File: src/rtl/id_ex_control.sv
`default_nettype none
// ============================================================================
// Module   : id_ex_control
// Purpose  : Main control decoder and ID/EX control pipeline register.
//            The opcode of the instruction in ID is decoded combinationally
//            into datapath controls and the ALUOp/Funct pair for the EX-stage
//            ALU control unit. Every output is registered, so EX sees the
//            controls one cycle after the instruction is presented in ID.
//            The hazard unit can freeze the register (hold) or insert a
//            bubble (flush). Flush has priority over hold.
// Revision : 1.0  initial release
// ----------------------------------------------------------------------------
// Ports
//   clk          in   1   rising-edge clock
//   reset_n      in   1   asynchronous active-low reset
//   id_instr     in  32   instruction in ID
//   id_valid     in   1   id_instr holds a real instruction
//   hold         in   1   freeze the ID/EX register
//   flush        in   1   load a bubble into the ID/EX register
//   ex_valid     out  1   EX holds a real, legal instruction
//   ex_ALUOp     out  2   00 add, 01 sub, 10 decode Funct
//   ex_Funct     out  4   {funct7[5], funct3}
//   ex_RegWrite, ex_MemRead, ex_MemWrite, ex_MemtoReg, ex_ALUSrc,
//   ex_Branch    out  1   datapath controls
//   ex_rd, ex_rs1, ex_rs2  out 5  register fields
//   ex_illegal   out  1   sticky illegal-opcode flag, cleared only by reset
// ============================================================================
module id_ex_control (
  input  logic        clk,
  input  logic        reset_n,
  input  logic [31:0] id_instr,
  input  logic        id_valid,
  input  logic        hold,
  input  logic        flush,
  output logic        ex_valid,
  output logic [1:0]  ex_ALUOp,
  output logic [3:0]  ex_Funct,
  output logic        ex_RegWrite,
  output logic        ex_MemRead,
  output logic        ex_MemWrite,
  output logic        ex_MemtoReg,
  output logic        ex_ALUSrc,
  output logic        ex_Branch,
  output logic [4:0]  ex_rd,
  output logic [4:0]  ex_rs1,
  output logic [4:0]  ex_rs2,
  output logic        ex_illegal
);

  localparam logic [6:0] OP_RTYPE  = 7'b0110011;
  localparam logic [6:0] OP_IALU   = 7'b0010011;
  localparam logic [6:0] OP_LOAD   = 7'b0000011;
  localparam logic [6:0] OP_STORE  = 7'b0100011;
  localparam logic [6:0] OP_BRANCH = 7'b1100011;

  localparam logic [1:0] ALUOP_ADD   = 2'b00;
  localparam logic [1:0] ALUOP_SUB   = 2'b01;
  localparam logic [1:0] ALUOP_FUNCT = 2'b10;

  // Instruction fields
  logic [6:0] opcode;
  logic [2:0] f3;
  logic       f7b5;
  assign opcode = id_instr[6:0];
  assign f3     = id_instr[14:12];
  assign f7b5   = id_instr[30];

  // Immediate bits are not needed by control; fold them so lint sees a use.
  logic unused_instr_bits;
  assign unused_instr_bits = ^{id_instr[31], id_instr[29:25]};

  // Combinational decode
  logic       dec_legal;
  logic [1:0] dec_aluop;
  logic [3:0] dec_funct;
  logic       dec_regwrite;
  logic       dec_memread;
  logic       dec_memwrite;
  logic       dec_memtoreg;
  logic       dec_alusrc;
  logic       dec_branch;

  always_comb begin
    dec_legal    = 1'b0;
    dec_aluop    = ALUOP_ADD;
    dec_funct    = 4'b0000;
    dec_regwrite = 1'b0;
    dec_memread  = 1'b0;
    dec_memwrite = 1'b0;
    dec_memtoreg = 1'b0;
    dec_alusrc   = 1'b0;
    dec_branch   = 1'b0;
    case (opcode)
      OP_RTYPE: begin
        dec_legal    = 1'b1;
        dec_aluop    = ALUOP_FUNCT;
        dec_funct    = {f7b5, f3};
        dec_regwrite = 1'b1;
      end
      OP_IALU: begin
        // funct7[5] of an I-type is immediate data, so it is masked off.
        dec_legal    = 1'b1;
        dec_aluop    = ALUOP_FUNCT;
        dec_funct    = {1'b0, f3};
        dec_alusrc   = 1'b1;
        dec_regwrite = 1'b1;
      end
      OP_LOAD: begin
        dec_legal    = 1'b1;
        dec_alusrc   = 1'b1;
        dec_memread  = 1'b1;
        dec_memtoreg = 1'b1;
        dec_regwrite = 1'b1;
      end
      OP_STORE: begin
        dec_legal    = 1'b1;
        dec_alusrc   = 1'b1;
        dec_memwrite = 1'b1;
      end
      OP_BRANCH: begin
        dec_legal    = 1'b1;
        dec_aluop    = ALUOP_SUB;
        dec_funct    = {1'b0, f3};
        dec_branch   = 1'b1;
      end
      default: begin
        dec_legal    = 1'b0;
      end
    endcase
  end

  logic load_real;
  logic load_illegal;
  assign load_real    = id_valid & dec_legal;
  assign load_illegal = id_valid & ~dec_legal;

  // ID/EX register. Priority: reset, flush, hold, load.
  always_ff @(posedge clk or negedge reset_n) begin
    if (!reset_n) begin
      ex_valid    <= 1'b0;
      ex_ALUOp    <= 2'b00;
      ex_Funct    <= 4'b0000;
      ex_RegWrite <= 1'b0;
      ex_MemRead  <= 1'b0;
      ex_MemWrite <= 1'b0;
      ex_MemtoReg <= 1'b0;
      ex_ALUSrc   <= 1'b0;
      ex_Branch   <= 1'b0;
      ex_rd       <= 5'd0;
      ex_rs1      <= 5'd0;
      ex_rs2      <= 5'd0;
      ex_illegal  <= 1'b0;
    end else if (flush || (!hold && !load_real)) begin
      // Bubble: flush, invalid slot, or illegal opcode
      ex_valid    <= 1'b0;
      ex_ALUOp    <= 2'b00;
      ex_Funct    <= 4'b0000;
      ex_RegWrite <= 1'b0;
      ex_MemRead  <= 1'b0;
      ex_MemWrite <= 1'b0;
      ex_MemtoReg <= 1'b0;
      ex_ALUSrc   <= 1'b0;
      ex_Branch   <= 1'b0;
      ex_rd       <= 5'd0;
      ex_rs1      <= 5'd0;
      ex_rs2      <= 5'd0;
      // The sticky flag only records instructions actually loaded.
      if (!flush && load_illegal) begin
        ex_illegal <= 1'b1;
      end
    end else if (!hold) begin
      ex_valid    <= 1'b1;
      ex_ALUOp    <= dec_aluop;
      ex_Funct    <= dec_funct;
      ex_RegWrite <= dec_regwrite;
      ex_MemRead  <= dec_memread;
      ex_MemWrite <= dec_memwrite;
      ex_MemtoReg <= dec_memtoreg;
      ex_ALUSrc   <= dec_alusrc;
      ex_Branch   <= dec_branch;
      ex_rd       <= id_instr[11:7];
      ex_rs1      <= id_instr[19:15];
      ex_rs2      <= id_instr[24:20];
    end
  end

endmodule
`default_nettype wire

File: config.mk
export PLATFORM = sky130hd
export DESIGN_NAME = id_ex_control
export DESIGN_NICKNAME = d
export VERILOG_FILES = /design/src/rtl/id_ex_control.sv
export SDC_FILE = /design/constraint.sdc
export NUM_CORES = 1
export LEC_CHECK = 0
export CAP_MARGIN = 20
export CORE_ASPECT_RATIO = 2
export CORE_MARGIN = 2
export CORE_UTILIZATION = 33
export DETAILED_ROUTE_END_ITERATION = 10
export DONT_BUFFER_PORTS = 1
export PLACE_DENSITY_LB_ADDON = 0.1
export SLEW_MARGIN = 10
export SYNTH_ARGS = -nofsm -noshare
export SYNTH_HDL_FRONTEND = slang
export SYNTH_SLANG_ARGS = --single-unit
File: constraint.sdc
create_clock -name clk -period 2 [get_ports clk]
set_clock_uncertainty 0.1 [all_clocks]
set_input_delay 0.3 -clock clk [delete_from_list [all_inputs] [get_ports clk]]
set_output_delay 0.3 -clock clk [all_outputs]
set_load 0.005 [all_outputs]
# Yosys cells after proc, flatten, opt, wreduce, memory -nomap -nowiden
# Index checks and enable logic that the tools add are counted.
# totals
out_inout_bits,29
ff_bits,28
elab_cells,63
inputBits,37
mem_bits_ro,0
ramBits,0
latchBits,0
mem_count,0
# op_classes
n_reduce_logical,12
magnitude_cmp,0
mux,30
shifts,0
n_addsub,0
div_mod_pow,0
n_eq_ne,6
n_bitwise,3
n_mul,0
# op_table
op,count
$mux 5,6
$mux 1,18
$eq 7x6->1 const B,2
$mux 4,2
$pmux 4 s2,1
$eq 7x2->1 const B,1
$eq 7x5->1 const B,1
$eq 7x7->1 const B,1
$reduce_or 3->1,2
$reduce_or 5->1,1
$mux 2,2
$pmux 2 s2,1
$reduce_or 2->1,2
$logic_not 1->1,3
$and 1x1->1,2
$logic_and 1x1->1,2
$ne 2x1->1 const B,1
$reduce_and 2->1,1
$logic_or 1x1->1,1
$not 1->1,1

# Logic depth before layout (Yosys ltp)
# depth
depth_word,8
depth_mapped,4

# Worst setup path after synthesis
# OpenSTA, ideal clock, no wires.
# synth_timing
path_type,in2reg
from,input port hold
to,register ex_rd[2]
path_buffers,1
t_arrival_ns,1.277
setup_time_ns,0.064
slack_ns,0.560
t_required_ns,1.836
cell_stages,4
cell_sequence,or3b_4 > a211oi_4 > buf_6 > a22o_2
# synth_via
elab_chain_len,4
# synth_lines
item,line,text
from (decl),33,"input logic hold,"
$logic_not 1->1,-,
$logic_and 1x1->1,153,end else if (flush || (!hold && !load_real)) begin
$logic_or 1x1->1,153,
$ne 2x1->1 (no source line) or $mux 5 (tied branches),-,
to (signal assigned),181,ex_rd <= id_instr[11:7];
to (decl),44,"output logic [4:0] ex_rd,"
# Parallel ways exist; a longest one is shown, timed or not.
# A chain may end at the register's enable or synchronous reset.

# Final worst setup path
# layout_timing
from,input port hold
to,register ex_rs2[4]
# layout_via
elab_chain_len,4
# layout_lines
item,line,text
$logic_not 1->1,-,
$logic_and 1x1->1,153,
$logic_or 1x1->1,153,
$ne 2x1->1 (no source line) or $mux 5 (tied branches),-,
to (signal assigned),183,ex_rs2 <= id_instr[24:20];
to (decl),46,"output logic [4:0] ex_rs2,"
# Parallel ways exist; a longest one is shown, timed or not.

==> flow_summary.ini <==
[place]
place.gp.congestion = 0.659
place_hpwl_um = 1590
port_buffers = 0

[cts]
cts_buffers = 3
clk_pin_slew_worst_paths_ns = 0.09
post_cts_buffers = 0
clock-root-buffer = clkbuf_8
clock_sinks = 27
ctsHtreeMaxLevel = 1
clockBufferDepth = 2
clk_latency_ns = 0.26
cts_tree = done

[pwr]
comb_power_share_pct = 4.7
peakVddDrop_uv = 388
leakagePower_nw = 0.540
switching_share_pct = 21.3
internal-power_uw = 704
p_seq_share_pct = 61.3
switching_power_uw = 191
p_clk_share_pct = 34.0
power.density_mw_per_mm2 = 772
power_uw = 895

[synthesis]
synthTopCellsByCount = dfrtp_1 (27), a22o_1 (12), a22o_2 (9)
yosys.area_share.simple_pct = 6.88
synth_top_area_cell = dfrtp_1
ys_seq_area_share_pct = 62.9
ys_warn_count = 0
synth_compound_area_share_pct = 25.6
synth_fa_ha_area_share_pct = 0
ys_ff_latch = 27
synth.most_common_cell = dfrtp_1
synthMuxAreaShare_pct = 1.05
ys.flop_type = dfrtp_1
synth-async-reset-ratio_pct = 100
netlist.area_leader.share_pct = 62.9
synth-xor-area-share_pct = 0
synth_cells = 73
synthesis.nets = 110
ys_types = 20
syn_avg_cell_area_um2 = 14.7
syn_area_mm2 = 0.00107
synth_edf_count = 0
netlist_top_cells_area = dfrtp_1 (63%), a22o_1 (9.8%), a22o_2 (8.4%)
synth_top_family_by_area = compound AO/OA/AOI/OAI gates

[die]
core_mm2 = 0.00316
initial_utilization_pct = 34.0
die_h_um = 84.7
fp-row-count = 29
die_w_um = 44.3
fp.dieArea_mm2 = 0.00375
io_pins = 66

[global_route]
grt.met3_usage_pct = 3.23
grt_pass1_vias = 698
grt_pass1_wl_um = 3670
grt.busiest_layer = met2
overflow = 0
grt_max_degree = 28
grt_use_met1_pct = 15.1
track_usage_pct = 13.2
grt_util_met2_pct = 22.1
antenna_found_initial = 0

[sta]
fin_setup_tns_ns = 0
fmax_ghz = 0.785
slew_violations = 0
final_hold_viol_count = 0
slew_headroom_pct = 31.8
rsz0062_at_grt = no
worst_slew_pin_slew_ns = 1.02
fin_crit_sh_pct = 63.7
period_minus_slack_ns = 1.27
finalSetupViolCount = 0

[worst_setup_path]
start_kind = input port
cp_max_fo = 26
crit_family = simple AND/OR/NAND/NOR gates
path_class = in -> reg
crit_path_end_kind = flop
critical_path_buf_inv_count = 0
slowest_stage = nor2b_2
path_cells = nor2b_2 > a22o_2
reg2reg_setup_slack_ns = 1.15
cpPeakStageDelay_ns = 0.79
arrival_ns = 1.38
worstPathRequired_ns = 2.11

[drt]
drtAntennaViolNets = 0
firstDrtPassIters = 4
drt_iter0_markers = 9
drcViolationCount = 0
num_vias = 644
via_per_inst = 6.13
route.detailed.wl_per_inst_um = 21.8
wirelength_um = 2290

[cells_and_area]
area_growth_pct = 8.04
layout.nets = 112
n_antenna_cell = 0
fillCellCount = 300
drive_gt1_share_pct = 27.0
final_core_util_pct = 36.7

[worst_hold_path]
hp-class = in -> reg

[flow_run]
cap_violations = 0

[outcome]
outcome = finished clean
-- cell usage in the layout, fill, tap and decap left out --
cell type / n
nor2b_1: 1
a32o_1: 4
a22o_2: 9
a211oi_4: 1
or2b_4: 1
dfrtp_1: 27
buf_12: 1
clkbuf_1: 1
nand4bb_1: 1
buf_4: 1
or3b_4: 1
and3_1: 1
o21bai_1: 1
a22o_1: 12
nand2_1: 1
clkbuf_8: 3
nor2_1: 2
mux2_2: 1
dlygate4sd3_1: 1
nor2b_2: 1
a21o_1: 1
nor3_2: 1
a21oi_1: 1
-- logic make-up (layout without fill, tap and decap cells) --
logic type | after synthesis | in the layout
simple gates | 10 | 10
buf+inv | 6 | 7
mux | 1 | 1
flops | 27 | 27
compound gates | 29 | 29
-- layer usage --
metal / share of wire (%) / vias up / wire [um]
met5: 0 / - / 0
met4: 1.0 / 0 / 23
met3: 9.0 / 2 / 206
met2: 54 / 37 / 1240
met1: 36 / 324 / 819
li1: - / 281 / -
-- timing repair --
action / 4_1_cts / 5_1_grt
hold buffers: 2 / 0
endpoints found under the hold margin: 27 / 0
endpoints found under the setup margin: 0 / 0
resized for setup: 0 / 0
-- state kept, by name, summed over array words and instances (netlist names) --
name         flops
ex_ALUOp         1
ex_ALUSrc        1
ex_Branch        1
ex_Funct         4
ex_MemWrite      1
ex_MemtoReg      1
ex_RegWrite      1
ex_illegal       1
ex_rd            5
ex_rs1           5
ex_rs2           5
ex_valid         1
-- worst paths after layout --
kind,start,endpoint,cells past startpoint
worst max-delay path,hold,ex_rs2[4],2
worst min-delay path,id_instr[18],ex_rs1[3],1
worst max register to register,ex_MemtoReg,ex_MemtoReg,1
worst min register to register,ex_valid,ex_valid,1
max in group asynchronous,reset_n,ex_RegWrite,2
min in group asynchronous,reset_n,ex_rd[2],2
-- final cells by class --
cell class	count	area, um^2	area share (%)
flip-flops and latches	27	676	58.3
multi-input cells	40	363	31.3
clock buffers	4	45.0	3.88
well taps	31	38.8	3.34
repair buffers	3	37.5	3.24
-- through the flow --
step	setup slack (ns)	cells	area [um^2]	hold slack, ns
after floorplan	0.560	73	1070	-0.0956
after global placement	0.433	99	1080	-0.0950
after detailed placement	0.408	99	1080	-0.0950
after CTS	0.694	105	1160	0.0485
after global routing	0.612	105	1160	0.0373
final	0.726	105	1160	0.0611
-- power groups by stage --
| stage | clock network, mW | registers [mW] | logic [mW] |
|---|---|---|---|
| 3_5_place_dp | 0 | 0.559 | 0.0264 |
| 3_3_place_gp | 0 | 0.559 | 0.0259 |
| 2_1_floorplan | 0 | 0.559 | 0.0223 |
| 4_1_cts | 0.327 | 0.548 | 0.0440 |
| 6_report | 0.304 | 0.548 | 0.0424 |
| 5_1_grt | 0.350 | 0.549 | 0.0483 |
No activity file was read; power rests on OpenSTA's default activity.
